File: src/rtl/decode_pkg.sv
// decode_pkg: opcodes, control-bundle types and FSM states for decode_stage.
// Optional feature macro: DECODE_STAGE_ILLEGAL_TRAP_EN (adds the HALT state).
package decode_pkg;

  localparam logic [6:0] OP_R      = 7'b0110011;
  localparam logic [6:0] OP_LOAD   = 7'b0000011;
  localparam logic [6:0] OP_IALU   = 7'b0010011;
  localparam logic [6:0] OP_STORE  = 7'b0100011;
  localparam logic [6:0] OP_BRANCH = 7'b1100011;
  localparam logic [6:0] OP_JAL    = 7'b1101111;
  localparam logic [6:0] OP_JALR   = 7'b1100111;
  localparam logic [6:0] OP_LUI    = 7'b0110111;
  localparam logic [6:0] OP_AUIPC  = 7'b0010111;

  typedef enum logic [2:0] {
    IMM_I = 3'b000,
    IMM_S = 3'b001,
    IMM_B = 3'b010,
    IMM_J = 3'b011,
    IMM_U = 3'b100
  } imm_src_t;

  typedef enum logic [1:0] {
    RES_ALU = 2'b00,
    RES_MEM = 2'b01,
    RES_PC4 = 2'b10,
    RES_IMM = 2'b11
  } result_src_t;

  typedef enum logic [1:0] {
    ALU_ADD   = 2'b00,
    ALU_CMP   = 2'b01,
    ALU_FUNCT = 2'b10
  } alu_op_t;

  typedef struct packed {
    logic        reg_write;
    logic        mem_write;
    logic        alu_src;
    logic        alu_a_pc;
    logic        is_load;
    logic        branch;
    logic        jump;
    logic        jalr;
    result_src_t result_src;
    imm_src_t    imm_src;
    alu_op_t     alu_op;
    logic [2:0]  branch_cond;
  } ctrl_t;

  localparam ctrl_t CTRL_NOP = '0;

  typedef enum logic [1:0] {
    ST_RUN   = 2'd0,
    ST_STALL = 2'd1
`ifdef DECODE_STAGE_ILLEGAL_TRAP_EN
    , ST_HALT = 2'd2
`endif
  } state_t;

endpackage

File: src/rtl/decode_table.sv
// decode_table: combinational RV32I opcode decode into the control bundle.
// Only instr[14:0] matter here (opcode, rd, funct3); funct7 and source
// fields are decoded downstream from the registered instruction word.
// Optional feature macro: DECODE_STAGE_ILLEGAL_TRAP_EN (adds the legal output).
module decode_table
  import decode_pkg::*;
(
  input  logic [14:0] instr,
  output ctrl_t       ctrl,
  output logic        uses_rs1,
  output logic        uses_rs2
`ifdef DECODE_STAGE_ILLEGAL_TRAP_EN
  , output logic      legal
`endif
);

  logic [6:0] opcode;
  logic [4:0] rd;
  logic [2:0] funct3;

  assign opcode = instr[6:0];
  assign rd     = instr[11:7];
  assign funct3 = instr[14:12];

`ifdef DECODE_STAGE_ILLEGAL_TRAP_EN
  // Every known opcode has [1:0] == 2'b11, so this also covers compressed words.
  assign legal = opcode inside {OP_R, OP_LOAD, OP_IALU, OP_STORE, OP_BRANCH,
                                OP_JAL, OP_JALR, OP_LUI, OP_AUIPC};
`endif

  // Opcode to control flags and source-register usage.
  always_comb begin
    ctrl     = CTRL_NOP;
    uses_rs1 = 1'b0;
    uses_rs2 = 1'b0;
    case (opcode)
      OP_R: begin
        ctrl.reg_write = 1'b1;
        ctrl.alu_op    = ALU_FUNCT;
        uses_rs1       = 1'b1;
        uses_rs2       = 1'b1;
      end
      OP_LOAD: begin
        ctrl.reg_write  = 1'b1;
        ctrl.alu_src    = 1'b1;
        ctrl.result_src = RES_MEM;
        ctrl.is_load    = 1'b1;
        ctrl.imm_src    = IMM_I;
        uses_rs1        = 1'b1;
      end
      OP_IALU: begin
        ctrl.reg_write = 1'b1;
        ctrl.alu_src   = 1'b1;
        ctrl.alu_op    = ALU_FUNCT;
        ctrl.imm_src   = IMM_I;
        uses_rs1       = 1'b1;
      end
      OP_STORE: begin
        ctrl.mem_write = 1'b1;
        ctrl.alu_src   = 1'b1;
        ctrl.imm_src   = IMM_S;
        uses_rs1       = 1'b1;
        uses_rs2       = 1'b1;
      end
      OP_BRANCH: begin
        ctrl.branch      = 1'b1;
        ctrl.alu_op      = ALU_CMP;
        ctrl.imm_src     = IMM_B;
        ctrl.branch_cond = funct3;
        uses_rs1         = 1'b1;
        uses_rs2         = 1'b1;
      end
      OP_JAL: begin
        ctrl.reg_write  = 1'b1;
        ctrl.jump       = 1'b1;
        ctrl.result_src = RES_PC4;
        ctrl.imm_src    = IMM_J;
      end
      OP_JALR: begin
        ctrl.reg_write  = 1'b1;
        ctrl.jump       = 1'b1;
        ctrl.jalr       = 1'b1;
        ctrl.alu_src    = 1'b1;
        ctrl.result_src = RES_PC4;
        ctrl.imm_src    = IMM_I;
        uses_rs1        = 1'b1;
      end
      OP_LUI: begin
        ctrl.reg_write  = 1'b1;
        ctrl.result_src = RES_IMM;
        ctrl.imm_src    = IMM_U;
      end
      OP_AUIPC: begin
        ctrl.reg_write = 1'b1;
        ctrl.alu_src   = 1'b1;
        ctrl.alu_a_pc  = 1'b1;
        ctrl.imm_src   = IMM_U;
      end
      default: ctrl = CTRL_NOP;
    endcase
    if (rd == '0) begin
      ctrl.reg_write = 1'b0;
    end
  end

endmodule

File: src/rtl/decode_stage.sv
// decode_stage: registered, handshaked RV32I decode stage (ID/EX control
// register) with parametrised load-use bubbles and flush.
// Optional feature macro: DECODE_STAGE_ILLEGAL_TRAP_EN (illegal-instruction
// trap: sticky out_illegal and a HALT state left only by flush).
module decode_stage
  import decode_pkg::*;
#(
  parameter int unsigned D_WIDTH          = 32,
  parameter int unsigned LOAD_USE_BUBBLES = 1
) (
  input  logic               clk,
  input  logic               rst_n,
  input  logic               in_valid,
  output logic               in_ready,
  input  logic [D_WIDTH-1:0] instr,
  input  logic               flush,
  output logic               out_valid,
  input  logic               out_ready,
  output logic               out_reg_write,
  output logic               out_mem_write,
  output logic               out_alu_src,
  output logic               out_alu_a_pc,
  output logic               out_is_load,
  output logic               out_branch,
  output logic               out_jump,
  output logic               out_jalr,
  output logic [1:0]         out_result_src,
  output logic [2:0]         out_imm_src,
  output logic [1:0]         out_alu_op,
  output logic [2:0]         out_branch_cond,
  output logic [4:0]         out_rd,
  output logic [4:0]         out_rs1,
  output logic [4:0]         out_rs2,
  output logic [31:0]        out_instr,
  output logic               out_illegal
);

  localparam logic [1:0] CNT_INIT = 2'(LOAD_USE_BUBBLES - 1);

  logic [31:0] word;
  ctrl_t       dec_ctrl;
  logic        uses_rs1;
  logic        uses_rs2;

  state_t      state;
  state_t      state_n;
  logic [1:0]  cnt;
  logic [1:0]  cnt_n;

  logic        valid_q;
  ctrl_t       ctrl_q;
  logic [4:0]  rd_q;
  logic [4:0]  rs1_q;
  logic [4:0]  rs2_q;
  logic [31:0] instr_q;

  logic        adv;
  logic        hazard;
  logic        take;
  logic        bubble;

  assign word = instr[31:0];

`ifdef DECODE_STAGE_ILLEGAL_TRAP_EN
  logic legal;
  logic trap;
  logic illegal_q;

  decode_table u_table (
    .instr    (word[14:0]),
    .ctrl     (dec_ctrl),
    .uses_rs1 (uses_rs1),
    .uses_rs2 (uses_rs2),
    .legal    (legal)
  );
`else
  decode_table u_table (
    .instr    (word[14:0]),
    .ctrl     (dec_ctrl),
    .uses_rs1 (uses_rs1),
    .uses_rs2 (uses_rs2)
  );
`endif

  assign adv    = !valid_q || out_ready;
  assign hazard = in_valid && valid_q && ctrl_q.is_load && (rd_q != '0) &&
                  ((uses_rs1 && (word[19:15] == rd_q)) ||
                   (uses_rs2 && (word[24:20] == rd_q)));

  // FSM state and bubble counter register.
  always_ff @(posedge clk or negedge rst_n) begin
    if (!rst_n) begin
      state <= ST_RUN;
      cnt   <= '0;
    end else begin
      state <= state_n;
      cnt   <= cnt_n;
    end
  end

  // Next state, handshake and register-load decision; flush overrides all.
  always_comb begin
    state_n  = state;
    cnt_n    = cnt;
    in_ready = 1'b0;
    take     = 1'b0;
    bubble   = 1'b0;
`ifdef DECODE_STAGE_ILLEGAL_TRAP_EN
    trap     = 1'b0;
`endif
    if (flush) begin
      state_n = ST_RUN;
      cnt_n   = '0;
      bubble  = 1'b1;
    end else begin
      case (state)
        ST_RUN: begin
          in_ready = adv && !hazard;
          if (adv) begin
            if (hazard) begin
              bubble = 1'b1;
              cnt_n  = CNT_INIT;
              if (CNT_INIT != '0) begin
                state_n = ST_STALL;
              end
            end else if (in_valid) begin
`ifdef DECODE_STAGE_ILLEGAL_TRAP_EN
              if (legal) begin
                take = 1'b1;
              end else begin
                bubble  = 1'b1;
                trap    = 1'b1;
                state_n = ST_HALT;
              end
`else
              take = 1'b1;
`endif
            end else begin
              bubble = 1'b1;
            end
          end
        end
        // The hazard edge already produced the first bubble, so leaving
        // when the decremented count reaches zero yields exactly
        // LOAD_USE_BUBBLES invalid cycles before the dependent is accepted.
        ST_STALL: begin
          if (adv) begin
            bubble = 1'b1;
            cnt_n  = (cnt == '0) ? '0 : cnt - 2'd1;
            if (cnt_n == '0) begin
              state_n = ST_RUN;
            end
          end
        end
`ifdef DECODE_STAGE_ILLEGAL_TRAP_EN
        ST_HALT: begin
          if (adv) begin
            bubble = 1'b1;
          end
        end
`endif
        default: begin
          state_n = ST_RUN;
          cnt_n   = '0;
        end
      endcase
    end
  end

  // ID/EX control register: load on accept, clear controls on a bubble, else hold.
  always_ff @(posedge clk or negedge rst_n) begin
    if (!rst_n) begin
      valid_q <= 1'b0;
      ctrl_q  <= CTRL_NOP;
      rd_q    <= '0;
      rs1_q   <= '0;
      rs2_q   <= '0;
      instr_q <= '0;
    end else if (take) begin
      valid_q <= 1'b1;
      ctrl_q  <= dec_ctrl;
      rd_q    <= word[11:7];
      rs1_q   <= word[19:15];
      rs2_q   <= word[24:20];
      instr_q <= word;
    end else if (bubble) begin
      valid_q <= 1'b0;
      ctrl_q  <= CTRL_NOP;
    end
  end

`ifdef DECODE_STAGE_ILLEGAL_TRAP_EN
  // Sticky illegal flag; only reset clears it.
  always_ff @(posedge clk or negedge rst_n) begin
    if (!rst_n) begin
      illegal_q <= 1'b0;
    end else if (trap) begin
      illegal_q <= 1'b1;
    end
  end

  assign out_illegal = illegal_q;
`else
  assign out_illegal = 1'b0;
`endif

  assign out_valid       = valid_q;
  assign out_reg_write   = ctrl_q.reg_write;
  assign out_mem_write   = ctrl_q.mem_write;
  assign out_alu_src     = ctrl_q.alu_src;
  assign out_alu_a_pc    = ctrl_q.alu_a_pc;
  assign out_is_load     = ctrl_q.is_load;
  assign out_branch      = ctrl_q.branch;
  assign out_jump        = ctrl_q.jump;
  assign out_jalr        = ctrl_q.jalr;
  assign out_result_src  = ctrl_q.result_src;
  assign out_imm_src     = ctrl_q.imm_src;
  assign out_alu_op      = ctrl_q.alu_op;
  assign out_branch_cond = ctrl_q.branch_cond;
  assign out_rd          = rd_q;
  assign out_rs1         = rs1_q;
  assign out_rs2         = rs2_q;
  assign out_instr       = instr_q;

endmodule

File: config.mk
export PLATFORM = sky130hd
export DESIGN_NAME = decode_stage
export DESIGN_NICKNAME = d
export VERILOG_FILES = /design/src/rtl/decode_pkg.sv /design/src/rtl/decode_table.sv /design/src/rtl/decode_stage.sv
export SDC_FILE = /design/constraint.sdc
export NUM_CORES = 1
export LEC_CHECK = 0
export ABC_CLOCK_PERIOD_IN_PS = 2200
export BUFFER_PORTS_ARGS = -buffer_cell sky130_fd_sc_hd__buf_2
export CAP_MARGIN = 15
export CORE_MARGIN = 1.5
export CORE_UTILIZATION = 48
export CTS_CLUSTER_SIZE = 8
export DETAILED_ROUTE_END_ITERATION = 6
export PLACE_DENSITY = 0.8
export SLEW_MARGIN = 10
export SYNTH_ARGS = -nofsm -noshare
export SYNTH_HDL_FRONTEND = slang
export SYNTH_SLANG_ARGS = --single-unit
File: constraint.sdc
create_clock -name clk -period 2.2 [get_ports clk]
set_input_delay 0.11 -clock clk [delete_from_list [all_inputs] [get_ports clk]]
set_output_delay 0.11 -clock clk [all_outputs]
set_load 0.005 [all_outputs]
==> results by group, run 1 <==
Power and ir drop
  – Peak VDD IR: 0.0005843 V
  – P_leak: 1.600 nW
  – P per Cell Area: 741.3 nW/um^2

Cells and area
  – Final Cell Area: 3124 um^2
  – Share of layout cells above drive strength 1: 0.5433
  – Multi-input gate area: 1055 um^2
  – Area Growth Syn to Fin: 24.73%
  – Sequential cell area: 1251 um^2
  – # fillers: 448
  – Nets: 325
  – Diode count: 0

Floorplan
  – Num ports: 105
  – Core ar.: 5075 um^2
  – Die Area: 5661 um^2
  – Die height: 75.24 um
  – Initial core utilization: 0.4936
  – Die Width: 75.24 um
  – Row cnt: 26

Placement
  – Port bufs: 103
  – Dpl hpwl: 4259 um
  – DP Area: 2997 um^2
  – GPL Wtd Cong: 0.8400

Worst setup path
  – FF-to-FF Start: out_rd[3]
  – Worst R2R End: out_instr[25]
  – Slowest-stage cell, CP: dfrtp_1
  – Crit end category: primary output
  – CP max FO: 5
  – CP startpoint kind: register
  – Critical Path, Cell by Cell: buf_4 -> xnor2_1 -> nand4_1 -> o22ai_2 -> and2_2 -> nor3_1 -> buf_2
  – CP Data Required Time: 2.09 ns
  – Worst reg-to-reg path cell count: 6
  – Crit path largest cell delay: 0.39 ns
  – CP bufs+invs: 2
  – Worst EP arrival: 1.95 ns
  – CP top delay family: simple AND/OR/NAND/NOR gates
  – Crit Path Class: reg2out
  – Slack of the worst reg-to-reg path: 0.19 ns

Worst hold path
  – Worst hold path endpoint: out_instr[25]
  – Hold Crit Class: in2reg
  – Hold_sp: instr[25]
  – Hold Path Cell Cnt: 2

Logic synthesis
  – Cells after synthesis: 194
  – Post-synthesis sequential area ratio: 0.4995
  – Most instantiated cells after synthesis: 50 x dfrtp_1, 30 x mux2_4, 17 x buf_4
  – Warnings from Yosys: 0
  – Syn_nets: 231
  – Synth top area cells: dfrtp_1 50%, mux2_4 18%, buf_4 5.1%
  – Most used DFF post-synth: dfrtp_1
  – Synth top area share: 0.4995
  – Synth Cell Area: 2505 um^2
  – Most numerous cell in the Yosys netlist: dfrtp_1
  – Netlist cell types: 36
  – Async SR Flop Fraction: 1.000
  – Syn_area_per_cell: 12.91 um^2
  – Number of synthesized flops with an enable pin: 0
  – Synth area leader: dfrtp_1
  – Flops & latches, synth: 50

Routing
  – DRT Pass-1 Iters: 4
  – Iteration-0 DRC Markers: 81
  – Avg WL per Cell: 16.08 um
  – Antenna Nets Post-Route: 0
  – Wirelength, routed: 5772 um
  – DR vias: 1884
  – Final routed DRC violation total: 0
  – Routed vias/inst: 5.248

STA
  – Worst-Margin Slew: 0.5732 ns
  – Clk_skew: 0.008456 ns
  – Hold violation count in the final report: 0
  – Fmax: 486.5 MHz
  – Slew headroom: 0.6156
  – Setup TNS: 0 ns
  – Fin crit period: 2.055 ns
  – Final setup vio count: 0
  – Final Cycle Share: 0.9343
  – Slew Viols, Final: 0
  – RSZ-0062 raised after global routing: no

Clock tree
  – Root Driver: clkbuf_8
  – TritonCTS clock tree: built
  – Clock Pin Slew Worst Setup and Hold Paths: 0.10 ns
  – Worst skew pair latency: 0.31 ns
  – Sink Count: 50
  – TritonCTS buffer count: 5
  – CTS Buffer Depth: 2
  – H-Tree Depth: 2
  – Post-CTS setup repair buffer count: 0

Run
  – Max-cap viol count: 0

Global routing
  – Grt ovf: 0
  – Largest net degree at the start of global routing: 27
  – Global-route wire length before repair: 8942 um
  – Vias in the first global route: 1768
  – Initial antenna violation count: 0
  – Gr usage total: 0.2120

Status
  – Status: finished, final reports clean
==> logic make-up (layout without fill, tap and decap cells) <==
| group | after synthesis | after routing | share of synthesized area |
|---|---|---|---|
| flip-flops | 50 | 50 | 0.4995 |
| AND/OR/NAND/NOR | 43 | 43 | 0.09391 |
| multiplexers | 32 | 32 | 0.1888 |
| AO/OA/AOI/OAI | 29 | 29 | 0.09840 |
| buffers and inverters | 28 | 123 | 0.07942 |
| XOR/XNOR | 11 | 11 | 0.03846 |
| other | 1 | 1 | 0.001497 |
==> cells in the final DEF, fill, tap and decap left out, drive strengths merged, types with 4 or more instances in the layout <==
master | synthesis | layout
nand2 | 8 | 8
xnor2 | 11 | 11
dfrtp | 50 | 50
mux2 | 32 | 32
nor2 | 11 | 11
buf | 21 | 112
clkbuf | 5 | 5
a21oi | 4 | 4
a32o | 5 | 5
nor3 | 4 | 4
a22o | 9 | 9
==> where the power goes <==
part	leakage [nW]	total [mW]	internal [mW]	switching, mW
combinational	0.917	0.555	0.323	0.231
sequential	0.626	1.09	1.02	0.0692
clock	0.0563	0.671	0.347	0.325
==> through the flow <==
step,worst slack (ns),utilization,power [mW],hold WS (ns),instances
global placement,0.2336,0.5905,1.645,0.1138,350
finish,0.1446,0.6156,2.316,0.01277,359
CTS,0.1381,0.6156,2.342,0.006020,359
floorplan,0.2361,-,1.453,-0.1856,194
global route,0.05117,0.6156,2.435,0.01259,359
detailed placement,0.2085,0.5905,1.663,0.1288,350
==> area by class of cell <==
class,count,area share
repair buffers,113,0.1938
clock buffers,5,0.02203
inverters,2,0.002403
multi-input cells,116,0.3376
well taps,70,0.02803
flip-flops and latches,50,0.4005
clock inverters,3,0.01562
==> what timing repair did <==
item                      CTS  global route
resized for setup           0             0
hold endpoints to repair   24             0
hold buffers                1             0
==> how the worst max path moves through the flow <==
stage	start	endpoint	slack, ns	cells past startpoint
floorplan	out_rd[3]	out_instr[0]	0.24	6
global placement	out_rd[3]	out_instr[26]	0.23	6
detailed placement	out_rd[3]	out_instr[26]	0.21	6
CTS	out_instr[11]	in_ready	0.14	7
global route	out_instr[11]	in_ready	0.05	7
finish	out_instr[11]	in_ready	0.14	7
==> metal layers <==
metal	vias up	wire [um]	track usage
met2	78	2679	0.3392
met5	-	0	0
li1	870	-	-
met1	926	2648	0.2925
met3	10	348	0.04150
met4	0	95	0.06746
==> registers in the layout (all words and copies together), names as in the netlist, 2 cells and up <==
name and flops:
out_result_src 2, out_rd 4, out_instr 20, out_alu_op 2, out_rs2 4, out_imm_src 3, out_branch_cond 3, out_rs1 4
==> worst register-to-register path, stage by stage (launching register included) <==
cell and delay (ns):
dfrtp_1 0.39, or4_1 0.52, nor2_1 0.13, nor3_2 0.10, a21oi_4 0.18, buf_4 0.25, mux2_1 0.34
Power figures use the tool's default switching activity.
==> inputs of run 2 (changes only) <==
RECOVER_POWER = 25   (was not set)
SETUP_SLACK_MARGIN = 0.1   (was not set)
==> run 2 against run 1 <==
Against the previous run: largest cell class unchanged; highest routed layer unchanged; largest power group unchanged; sequential share of layout area is essentially flat; clock-buffer cell count is the same; power grew 0.40%; sequential power is essentially flat.
==> results by group, run 2 (synthesis results as in run 1) <==
Placement
  – GPL Wtd Cong: 0.8400 (unchanged)
  – Dpl hpwl: 4259 um (unchanged)
  – DP Cell Count: 350 (unchanged)
  – Port bufs: 103 (unchanged)

Routing
  – Antenna Nets Post-Route: 0 (unchanged)
  – DRT Pass-1 Iters: 4 (unchanged)
  – Routed vias/inst: 5.240 (-0.16%)
  – Final routed DRC violation total: 0 (unchanged)
  – Avg WL per Cell: 16.19 um (+0.71%)
  – Wirelength, routed: 5813 um (+0.71%)
  – DR vias: 1881 (-0.16%)
  – Iteration-0 DRC Markers: 80 (-1.2%)

Cells and area
  – Nets: 325 (unchanged)
  – Final cell count without fillers: 359 (unchanged)
  – Most frequent cells in the layout: 91 x buf_2, 50 x dfrtp_1, 30 x mux2_4
  – Share of layout cells above drive strength 1: 0.5087 (-0.03460)
  – Commonest non-fill, non-tap cell in the layout: buf_2
  – Area Growth Syn to Fin: 24.88%
  – Largest register FFs: 20 (unchanged)
  – Diode count: 0 (unchanged)

Worst setup path
  – CP Data Required Time: 2.40 ns (+0.31 ns)
  – Worst EP arrival: 2.20 ns (+0.25 ns)
  – CP max FO: 14 (+9)
  – CP startpoint kind: register
  – FF-to-FF Start: out_rd[3]
  – CP bufs+invs: 1 (-1)
  – Slack of the worst reg-to-reg path: 0.19 ns (about the same)
  – Crit end category: register
  – Critical Path, Cell by Cell: or4_1 -> nor2_2 -> nor3_2 -> a21oi_4 -> buf_4 -> mux2_1
  – Worst reg-to-reg path cell count: 6 (unchanged)
  – Crit path largest cell delay: 0.54 ns (+0.15 ns)
  – CP top delay family: simple AND/OR/NAND/NOR gates
  – Slowest-stage cell, CP: or4_1
  – Crit Path Class: reg2reg
  – Worst Setup SP: out_rd[3]
  – Worst path depth: 6 (-1)

STA
  – Worst-Margin Slew: 1.324 ns (+0.7512 ns)
  – Hold violation count in the final report: 0 (unchanged)
  – Fmax: 498.0 MHz (+2.4%)
  – Slew headroom: 0.1171 (-0.4985)
  – RSZ-0062 raised after global routing: no
  – Setup TNS: 0 ns (unchanged)
  – Final Cycle Share: 0.9127 (-0.02163)
  – Fin crit period: 2.008 ns (-0.04759 ns)
  – Clk_skew: 0.008153 ns (-0.0003029 ns)
  – Final setup vio count: 0 (unchanged)
  – Slew Viols, Final: 0 (unchanged)

Worst hold path
  – Hold_sp: instr[25]
  – Hold Path Cell Cnt: 2 (unchanged)
  – Hold Crit Class: in2reg

Clock tree
  – Clock Pin Slew Worst Setup and Hold Paths: 0.10 ns (about the same)
  – Sink Count: 50 (unchanged)
  – Root Driver: clkbuf_8
  – TritonCTS clock tree: built
  – CTS Buffer Depth: 2 (unchanged)
  – Worst skew pair latency: 0.31 ns (about the same)
  – Post-CTS setup repair buffer count: 0 (unchanged)
  – TritonCTS buffer count: 5 (unchanged)
  – H-Tree Depth: 2 (unchanged)

Global routing
  – Layer with the highest usage: met2
  – Grt ovf: 0 (unchanged)
  – Largest net degree at the start of global routing: 27 (unchanged)
  – Grt met2 use: 0.3392 (unchanged)
  – Gr usage total: 0.2120 (unchanged)
  – Met1 usage: 0.2925 (unchanged)
  – GR Layer Usage met3: 0.04150 (unchanged)
  – Initial antenna violation count: 0 (unchanged)
  – Vias in the first global route: 1768 (unchanged)
  – Global-route wire length before repair: 8942 um (unchanged)

Status
  – Status: finished, final reports clean

Floorplan
  – Core ar.: 5075 um^2 (unchanged)
  – Num ports: 105 (unchanged)
  – Die height: 75.24 um (unchanged)
  – Die Area: 5661 um^2 (unchanged)
  – Row cnt: 26 (unchanged)
  – Initial core utilization: 0.4936 (unchanged)
  – Die Width: 75.24 um (unchanged)

Power and ir drop
  – P per Cell Area: 743.4 nW/um^2 (+0.28%)
  – Peak VDD IR: 0.0005848 V (about the same)
  – P_leak: 1.561 nW (-2.4%)

Run
  – Max-cap viol count: 0 (unchanged)
[run 2: changes by cell type in the layout (fill, tap and decap cells not counted), sizes merged]
cell	previous run	this run
buf	112	100
clkbuf	5	17
[run 2: layout make-up]
cell class                 instances  area, um^2
sequential                        50        1251
clock inverter                     3       48.80
timing repair buffer             113       590.6
tap                               70       87.58
fill                             451        1947
multi-input combinational        116        1074
inverter                           2       7.507
clock buffer                       5       68.82
[run 2: final timing paths]
path | end
worst min register to register | out_instr[26]
worst max register to register | out_instr[25]
worst max-delay path | out_instr[25]
worst min-delay path | out_instr[25]
min in group asynchronous | out_instr[24]
max in group asynchronous | out_imm_src[1]
[run 2: metal layers]
metal / wire (um) / part of all wire
met2: 2719 / 0.47
met3: 337 / 0.058
met5: 0 / 0
met4: 95 / 0.016
met1: 2661 / 0.46
[run 2: stage by stage]
step	area (um^2)	utilization	hold slack, ns	worst slack (ns)	total power [mW]
floorplan	2505	-	-0.1856	0.2361	1.453
global placement	2997	0.5905	0.1138	0.2336	1.645
detailed placement	2997	0.5905	0.1288	0.2085	1.663
CTS	3124	0.6156	0.006020	0.1381	2.342
global route	3128	0.6164	0.01259	0.1144	2.442
finish	3128	0.6164	0.01232	0.1922	2.325
[run 2: timing repair]
action                                  in CTS  in global routing
hold endpoints to repair                    24                  0
hold buffers                                 1                  0
endpoints found under the setup margin       0                  2
gates resized for setup                      0                  4
[run 2: where the power goes]
part           internal [mW]  total, mW  leakage (nW)  switching, mW
clock network          0.347      0.672        0.0563          0.326
logic                  0.324      0.560         0.878          0.236
registers               1.02       1.09         0.626         0.0716
